`config.mk`:
```
export PLATFORM = sky130hd
export DESIGN_NAME = apb_req_arbiter
export DESIGN_NICKNAME = d
export VERILOG_FILES = /design/src/rtl/apb_req_arbiter.sv
export SDC_FILE = /design/constraint.sdc
export NUM_CORES = 1
export LEC_CHECK = 0
export CAP_MARGIN = 20
export CORE_MARGIN = 8
export CORE_UTILIZATION = 30
export CTS_CLUSTER_SIZE = 20
export DETAILED_ROUTE_END_ITERATION = 7
export GPL_TIMING_DRIVEN = 0
export PLACE_DENSITY_LB_ADDON = 0.2
export SYNTH_ARGS = -nofsm -noshare
export SYNTH_HDL_FRONTEND = slang
export SYNTH_SLANG_ARGS = --single-unit
export TNS_END_PERCENT = 5
```
`constraint.sdc`:
```
create_clock -name pclk -period 2.04 [get_ports pclk]
set_input_delay 0.51 -clock pclk [delete_from_list [all_inputs] [get_ports pclk]]
set_output_delay 0.51 -clock pclk [all_outputs]
set_load 0.02 [all_outputs]
```
`src/rtl/apb_req_arbiter.sv`:
```
`default_nettype none
// ============================================================================
// Module      : apb_req_arbiter
// Description : Round-robin arbiter sharing one APB master command port among
//               NREQ requesters. One transaction in flight at a time; every
//               transaction returns to arbitration before the next is issued.
// Revision    : 1.0 - initial release
// ============================================================================
module apb_req_arbiter #(
    parameter int NREQ = 4,
    parameter int AW   = 32,
    parameter int DW   = 32,
    parameter int TMO  = 16
) (
    input  logic                 pclk,
    input  logic                 prst,
    input  logic [NREQ-1:0]      req,
    input  logic [NREQ-1:0]      req_write,
    input  logic [NREQ*AW-1:0]   req_addr,
    input  logic [NREQ*DW-1:0]   req_wdata,
    output logic [NREQ-1:0]      gnt,
    output logic [NREQ-1:0]      done,
    output logic [DW-1:0]        rdata,
    output logic                 timeout,
    output logic                 busy,
    output logic                 m_transfer,
    output logic                 m_write,
    output logic [AW-1:0]        m_addr,
    output logic [DW-1:0]        m_wdata,
    input  logic                 m_ready,
    input  logic [DW-1:0]        m_rdata
);

    localparam int IW = $clog2(NREQ);
    // Wait counter must hold the saturation value TMO+1
    localparam int CW = $clog2(TMO + 2);

    typedef enum logic [1:0] {
        S_ARB   = 2'd0,
        S_ISSUE = 2'd1,
        S_WAIT  = 2'd2,
        S_CAPT  = 2'd3
    } state_t;

    state_t              state_q;
    logic [IW-1:0]       ptr_q;
    logic [IW-1:0]       gidx_q;
    logic [CW-1:0]       wcnt_q;
    logic                prev_ready_q;
    logic [NREQ-1:0]     gnt_q;
    logic [NREQ-1:0]     done_q;
    logic [DW-1:0]       rdata_q;
    logic                timeout_q;
    logic                m_transfer_q;
    logic                m_write_q;
    logic [AW-1:0]       m_addr_q;
    logic [DW-1:0]       m_wdata_q;

    logic                found_d;
    logic [IW-1:0]       sel_d;
    logic [IW:0]         sum_d;
    logic                write_d;
    logic [AW-1:0]       addr_d;
    logic [DW-1:0]       wdata_d;
    logic [CW-1:0]       wcnt_d;
    logic [IW-1:0]       ptr_d;

    // Rotating-priority search: first set request at or after ptr, wrapping
    always_comb begin
        found_d = 1'b0;
        sel_d   = '0;
        sum_d   = '0;
        for (int k = 0; k < NREQ; k++) begin
            sum_d = {1'b0, ptr_q} + (IW+1)'(k);
            if (sum_d >= (IW+1)'(NREQ)) begin
                sum_d = sum_d - (IW+1)'(NREQ);
            end
            if (!found_d && req[sum_d[IW-1:0]]) begin
                found_d = 1'b1;
                sel_d   = sum_d[IW-1:0];
            end
        end
    end

    // Select the command fields of the winning requester
    always_comb begin
        write_d = 1'b0;
        addr_d  = '0;
        wdata_d = '0;
        for (int i = 0; i < NREQ; i++) begin
            if (sel_d == IW'(i)) begin
                write_d = req_write[i];
                addr_d  = req_addr[i*AW +: AW];
                wdata_d = req_wdata[i*DW +: DW];
            end
        end
    end

    // Saturating wait count and the pointer just past the current grantee
    always_comb begin
        wcnt_d = (wcnt_q == CW'(TMO + 1)) ? wcnt_q : wcnt_q + CW'(1);
        ptr_d  = (gidx_q == IW'(NREQ - 1)) ? '0 : gidx_q + IW'(1);
    end

    // Transaction sequencer with all outputs registered
    always_ff @(posedge pclk or negedge prst) begin
        if (!prst) begin
            state_q      <= S_ARB;
            ptr_q        <= '0;
            gidx_q       <= '0;
            wcnt_q       <= '0;
            prev_ready_q <= 1'b0;
            gnt_q        <= '0;
            done_q       <= '0;
            rdata_q      <= '0;
            timeout_q    <= 1'b0;
            m_transfer_q <= 1'b0;
            m_write_q    <= 1'b0;
            m_addr_q     <= '0;
            m_wdata_q    <= '0;
        end else begin
            prev_ready_q <= m_ready;
            case (state_q)
                S_ARB: begin
                    done_q <= '0;
                    if (found_d) begin
                        gnt_q        <= NREQ'(1) << sel_d;
                        gidx_q       <= sel_d;
                        m_write_q    <= write_d;
                        m_addr_q     <= addr_d;
                        m_wdata_q    <= wdata_d;
                        m_transfer_q <= 1'b1;
                        state_q      <= S_ISSUE;
                    end
                end
                S_ISSUE: begin
                    m_transfer_q <= 1'b0;
                    wcnt_q       <= '0;
                    timeout_q    <= 1'b0;
                    state_q      <= S_WAIT;
                end
                S_WAIT: begin
                    if (m_ready && !prev_ready_q) begin
                        // Capture on the pready edge so rdata lines up with done
                        done_q <= gnt_q;
                        if (!m_write_q) begin
                            rdata_q <= m_rdata;
                        end
                        state_q <= S_CAPT;
                    end else begin
                        wcnt_q <= wcnt_d;
                        // Registered flag: rises in the (TMO+1)th wait cycle
                        timeout_q <= (wcnt_d >= CW'(TMO));
                    end
                end
                S_CAPT: begin
                    done_q    <= '0;
                    gnt_q     <= '0;
                    timeout_q <= 1'b0;
                    ptr_q     <= ptr_d;
                    state_q   <= S_ARB;
                end
                default: begin
                    state_q <= S_ARB;
                end
            endcase
        end
    end

    assign gnt        = gnt_q;
    assign done       = done_q;
    assign rdata      = rdata_q;
    assign timeout    = timeout_q;
    assign busy       = (state_q != S_ARB);
    assign m_transfer = m_transfer_q;
    assign m_write    = m_write_q;
    assign m_addr     = m_addr_q;
    assign m_wdata    = m_wdata_q;

endmodule
`default_nettype wire
```
==> results.yml, run 1 <==
outcome:
  status: "finished, final reports clean"
placement:
  gp_congestion: 0.819
  dp.cells: 1319
  numPortBuffers: 406
  place_hpwl_um: 24000
synthesis:
  synth_area_per_cell_um2: 10.5
  synth_nets: 939
  synth-edff-count: 0
  yosysSeqAreaShare: 0.449
  syn_inst: 632
  yosysWarnings: 0
  yosysUniqueCellTypes: 38
  async_reset_ff_frac: 1.00
  dominantRegCellSynth: "dfrtp_1"
  ys_seq_elements: 119
  synth_area_um2: 6640
sta:
  worst_pin_slew_ps: 842
  setup_violations: 0
  finalHoldViolations: 0
  slew_violations: 0
  skew_ps: 10.6
  timing.final.crit_share: 0.963
  rsz0062_at_grt: "true"
  fmax_ghz: 0.509
  relSlewSlack: 0.430
  period_needed_ps: 1970
min_path:
  min_path_type: "in -> async"
grt:
  antenna_found_initial: 5
  gr-total-overflow: 0
  grt_pass1_wl_um: 43400
  grt_pass1_vias: 7271
  grt_max_degree: 75
  grt_usage: 0.213
clock_tree:
  clk_latency_ps: 420
  cts_tree: "yes"
  root_buffer: "clkbuf_16"
  numCtsBuffers: 17
  clock_sinks: 119
  htreeDepth: 4
  cts_hold_buf: 0
  clockBufferDepth: 2
  cts.clk_slew.worst_paths_ps: 60
pwr:
  fin_total_pwr_mw: 16.4
  p_leak_nw: 4.86
  ir_drop_v: 0.000584
  power.density_nw_per_um2: 1360
final_layout:
  final_cell_count_no_fill: 1358
  final_nets: 1368
  area_delta_synth_final_pct: 81.9
  drive_gt1_frac: 0.147
critical_path:
  worst-path-buf-inv: 1
  crit_required_ps: 1530
  worstSetupStartpointType: "register"
  critPathSlowestCell: "clkdlybuf4s50_1"
  max_stage_delay_ps: 630
  path_class: "reg -> out"
  worstPathArrival_ps: 1460
  crit_chain: "clkdlybuf4s50_1"
  end_kind: "output port"
  crit_family: "buffers and inverters"
  cp_max_fo: 4
floorplanning:
  die_area_um2: 27100
  start_util: 0.305
  die_width_um: 165
  core_um2: 21800
  ioPinCount: 407
  die_y_um: 165
  row_count: 54
route:
  ant_nets: 0
  wl_met3_um: 3070
  drt-total-wl_um: 30300
  wl_per_cell_um: 22.3
  wl_met1_um: 11600
  highest_layer: "met5"
  drt_iter0_markers: 359
  first_pass_iters: 4
  vias_per_cell: 5.03
  num_vias: 6830
  drc: 0
  wl_met2_um: 15200
run:
  drv_cap: 0
-- layout by cell type, fill, tap and decap left out, types with 4 or more instances in the layout --
cell type / synthesis / final
nor2_1: 74 / 73
buf_6: 1 / 4
clkdlybuf4s50_1: 0 / 399
a221oi_2: 0 / 25
clkbuf_16: 0 / 17
a22oi_1: 6 / 6
clkbuf_1: 25 / 10
buf_4: 5 / 17
inv_1: 7 / 4
clkbuf_4: 0 / 8
nand2_1: 14 / 14
mux2i_1: 66 / 65
nand2b_1: 5 / 4
dfrtp_1: 119 / 119
o21ai_0: 15 / 15
a211oi_1: 65 / 64
diode_2: 0 / 4
inv_6: 0 / 4
and2_1: 67 / 67
a21oi_1: 5 / 5
clkbuf_2: 0 / 12
ha_1: 8 / 6
a221oi_1: 65 / 40
mux2_2: 34 / 34
-- sequential cells by signal (all words and copies together), names as in the netlist, 2 cells and up --
signal,cells
done,4
gidx_q,2
gnt,4
m_addr,32
m_wdata,32
ptr_q,2
rdata,32
state_q,2
wcnt_q,5
-- metrics by stage --
step	util	setup slack, ps	TNS [ps]	hold WS, ps	area [um^2]
floorplan	-	55.5	0	214	6640
global placement	0.508	-4620	-638380	469	11100
detailed placement	0.509	-1180	-90430	480	11100
CTS	0.545	-4.31	-4.31	32.6	11900
global route	0.555	-26.5	-164	47.1	12100
finish	0.555	74.7	0	30.5	12100
-- logic make-up after synthesis --
logic type	after synthesis	synth area share
XOR/XNOR	1	0.00132
multiplexers	100	0.157
AND/OR/NAND/NOR	174	0.131
buffers and inverters	62	0.0502
AO/OA/AOI/OAI	168	0.197
flip-flops	119	0.449
adder cells (fa/ha/maj)	8	0.0151
-- report_power, final --
group / internal (mW) / total [mW] / leakage (nW) / switching (mW)
logic: 4.26 / 9.06 / 3.17 / 4.80
registers: 3.47 / 4.12 / 1.40 / 0.652
clock network: 1.96 / 3.21 / 0.299 / 1.26
total: 9.69 / 16.4 / 4.86 / 6.71
-- synth_stat cells (5+ instances only) --
master / number / area (um^2)
a22oi_1: 6 / 45.0
inv_1: 7 / 26.3
nor2_1: 74 / 278
clkbuf_1: 25 / 93.8
a211oi_1: 65 / 488
nand2b_1: 5 / 31.3
mux2_2: 34 / 383
ha_1: 8 / 100
a221oi_1: 65 / 569
buf_2: 19 / 95.1
mux2i_1: 66 / 661
dfrtp_1: 119 / 2980
buf_4: 5 / 37.5
a21oi_1: 5 / 25.0
nand2_1: 14 / 52.6
and2_1: 67 / 419
o21ai_0: 15 / 75.1
-- worst paths after layout --
check | cells after the start | end | start | slack [ps]
max | 1 | gnt[1] | gnt[1]$_DFFE_PN0P_ | 70
min | 1 | m_addr[19]$_DFFE_PN0P_ | prst | 30
max reg2reg | 7 | m_wdata[19]$_DFFE_PN0P_ | ptr_q[1]$_DFFE_PN0P_ | 80
min reg2reg | 1 | gidx_q[1]$_DFFE_PN0P_ | gidx_q[1]$_DFFE_PN0P_ | 490
max in group asynchronous | 2 | m_wdata[5]$_DFFE_PN0P_ | prst | 1270
min in group pclk | 1 | gidx_q[1]$_DFFE_PN0P_ | gidx_q[1]$_DFFE_PN0P_ | 490
-- final cells by class --
cell class                 instances  area, um^2
fill                            1945        9680
timing repair buffer             410        4110
antenna                            4        10.0
tap                              280         350
inverter                           7        26.3
clock inverter                    15         194
sequential                       119        2980
buffer                            55         397
clock buffer                      17         425
multi-input combinational        451        3580
-- layer usage --
layer | up-vias | track usage
met5 | - | 0
met4 | 2 | 0.0663
met3 | 25 | 0.0867
met2 | 303 | 0.361
met1 | 3258 | 0.240
li1 | 3242 | -
-- repair_timing --
item	4_1_cts	5_1_grt
pin swaps	4	1
setup endpoints to repair	103	91
endpoints found under the hold margin	0	0
gates cloned	0	0
buffers inserted	3	0
gates resized for setup	45	65
Power figures use the tool's default switching activity.
==> inputs of run 2 (changes only) <==
- CORE_ASPECT_RATIO: default -> 1.25
==> run 2 against run 1 <==
- register-to-register slack lost 50 ps
- cell count rose by 0.37%
- power is 1.6% lower
- combinational power increased by 0.8%
- first-iteration DRC count shrank 21%
- clock power decreased by 11%
- clock-buffer cell count rose by 1
- global-route usage increased by 0.93 points
- via count up 0.86%
- wire length rose by 3.0%
- largest power group unchanged
==> results.yml, run 2 (same netlist as run 1, synthesis figures left out) <==
outcome:
  status: "finished, final reports clean"
critical_path:
  cp_max_fo: 10
  critPathSlowestCell: "dfrtp_1"
  worstPathArrival_ps: 2300
  path_class: "reg -> reg"
  crit_required_ps: 2330
  end_kind: "register"
  max_stage_delay_ps: 420
  crit_chain: "inv_2 -> ha_2 -> inv_1 -> nor3_4 -> buf_4 -> buf_6 -> mux2_2"
  worstSetupStartpointType: "register"
final_layout:
  multiInputGateArea_um2: 3590
  drive_gt1_frac: 0.155
  final_nets: 1372
  fill_cells: 2033
  register_area_um2: 2980
  final_common_cell: "clkdlybuf4s50_1"
  area_delta_synth_final_pct: 81.7
  mostFrequentLayoutCells: "399 x clkdlybuf4s50_1, 118 x dfrtp_1, 73 x nor2_1"
  postLayoutCellArea_um2: 12100
placement:
  place_hpwl_um: 25200
  gp_congestion: 0.821
  numPortBuffers: 406
  placed_area_um2: 11100
sta:
  finalHoldViolations: 0
  period_needed_ps: 2010
  timing.final.crit_share: 0.984
  fin_worst_hold_slack_ps: 43.8
  relSlewSlack: 0.405
  setup_violations: 0
  slew_violations: 0
  skew_ps: 15.2
  rsz0062_at_grt: "true"
  fmax_ghz: 0.498
  worst_pin_slew_ps: 879
route:
  drc: 0
  ant_nets: 0
  wl_per_cell_um: 22.9
  vias_per_cell: 5.05
  drt-total-wl_um: 31200
  num_vias: 6889
  first_pass_iters: 4
  drt_iter0_markers: 283
floorplanning:
  ioPinCount: 407
  start_util: 0.302
  die_width_um: 149
  die_y_um: 182
  row_count: 61
  die_area_um2: 27200
  core_um2: 22000
grt:
  gr-total-overflow: 0
  grt_pass1_wl_um: 45300
  grt_pass1_vias: 7398
  grt_max_degree: 69
  antenna_found_initial: 3
  grt_usage: 0.222
clock_tree:
  htreeDepth: 4
  numCtsBuffers: 17
  root_buffer: "clkbuf_16"
  cts.clk_slew.worst_paths_ps: 60
  clock_sinks: 119
  clk_latency_ps: 420
  clockBufferDepth: 2
  cts_tree: "yes"
min_path:
  min_path_type: "in -> async"
pwr:
  power.density_nw_per_um2: 1340
  ir_drop_v: 0.000658
  p_leak_nw: 4.85
  fin_total_pwr_mw: 16.1
run:
  drv_cap: 0
run 2: changes by cell type in the layout (fill, tap and decap cells not counted), sizes merged:
cell / before / now
buf: 31 / 38
bufinv: 3 / 1
clkbuf: 48 / 46
clkinv: 4 / 8
clkinvlp: 2 / 3
diode: 4 / 2
dlygate4sd2: 3 / 2
dlymetal6s2s: 0 / 1
inv: 13 / 9
run 2: power breakdown:
group	switching (mW)	total [mW]	internal [mW]	leakage, nW
Sequential	0.657	4.13	3.48	1.40
Combinational	4.85	9.13	4.28	3.18
Clock	1.16	2.87	1.71	0.272
run 2: per-stage QoR:
step,setup WS [ps],TNS (ps),std cells,util
after CTS,-68.1,-1890,1357,0.540
after global routing,-92.5,-2520,1363,0.549
after detailed placement,-1130,-86300,1322,0.504
final,32.7,0,1363,0.549
after floorplan,55.5,0,632,-
after global placement,-4720,-650110,1321,0.503
run 2: critical path, delay by kind of cell, from the launching register on:
kind          cells  cell delay (ps)
buf+inv           4              630
simple gates      1              230
flops             1              420
mux               1              350
fa+ha+maj         1              270
run 2: per-layer routing:
| metal | routed length, um | global-route usage | up-vias |
|---|---|---|---|
| li1 | - | - | 3235 |
| met4 | 483 | 0.0680 | 2 |
| met3 | 3080 | 0.0855 | 30 |
| met1 | 11900 | 0.243 | 3304 |
| met5 | 13 | 0 | - |
| met2 | 15700 | 0.387 | 318 |
run 2: path summary, 6_finish.rpt:
kind | cells past startpoint | slack [ps] | end | startpoint
worst max-delay path | 7 | 30 | rdata[11]$_DFFE_PN0P_ | state_q[0]$_DFFE_PN0P_
worst min-delay path | 1 | 40 | m_addr[25]$_DFFE_PN0P_ | prst
worst max register to register | 7 | 30 | rdata[11]$_DFFE_PN0P_ | state_q[0]$_DFFE_PN0P_
worst min register to register | 1 | 500 | gidx_q[1]$_DFFE_PN0P_ | gidx_q[1]$_DFFE_PN0P_
max in group asynchronous | 2 | 1240 | ptr_q[1]$_DFFE_PN0P_ | prst
min in group pclk | 1 | 500 | gidx_q[1]$_DFFE_PN0P_ | gidx_q[1]$_DFFE_PN0P_
run 2: timing repair:
| item | CTS | global route |
|---|---|---|
| pin swaps | 3 | 3 |
| setup buffers | 3 | 4 |
| hold buffers | 0 | 0 |
| cloned | 0 | 0 |
| endpoints found under the setup margin | 103 | 97 |
| resized for setup | 63 | 43 |
run 2: layout make-up:
type | count | share of cell area
Buffer | 55 | 0.0321
Sequential cell | 119 | 0.247
Clock buffer | 18 | 0.0364
Multi-Input combinational cell | 451 | 0.298
Antenna cell | 2 | 0.000415
Timing Repair Buffer | 414 | 0.344
Inverter | 7 | 0.00218
Clock inverter | 14 | 0.0104
Tap cell | 283 | 0.0294
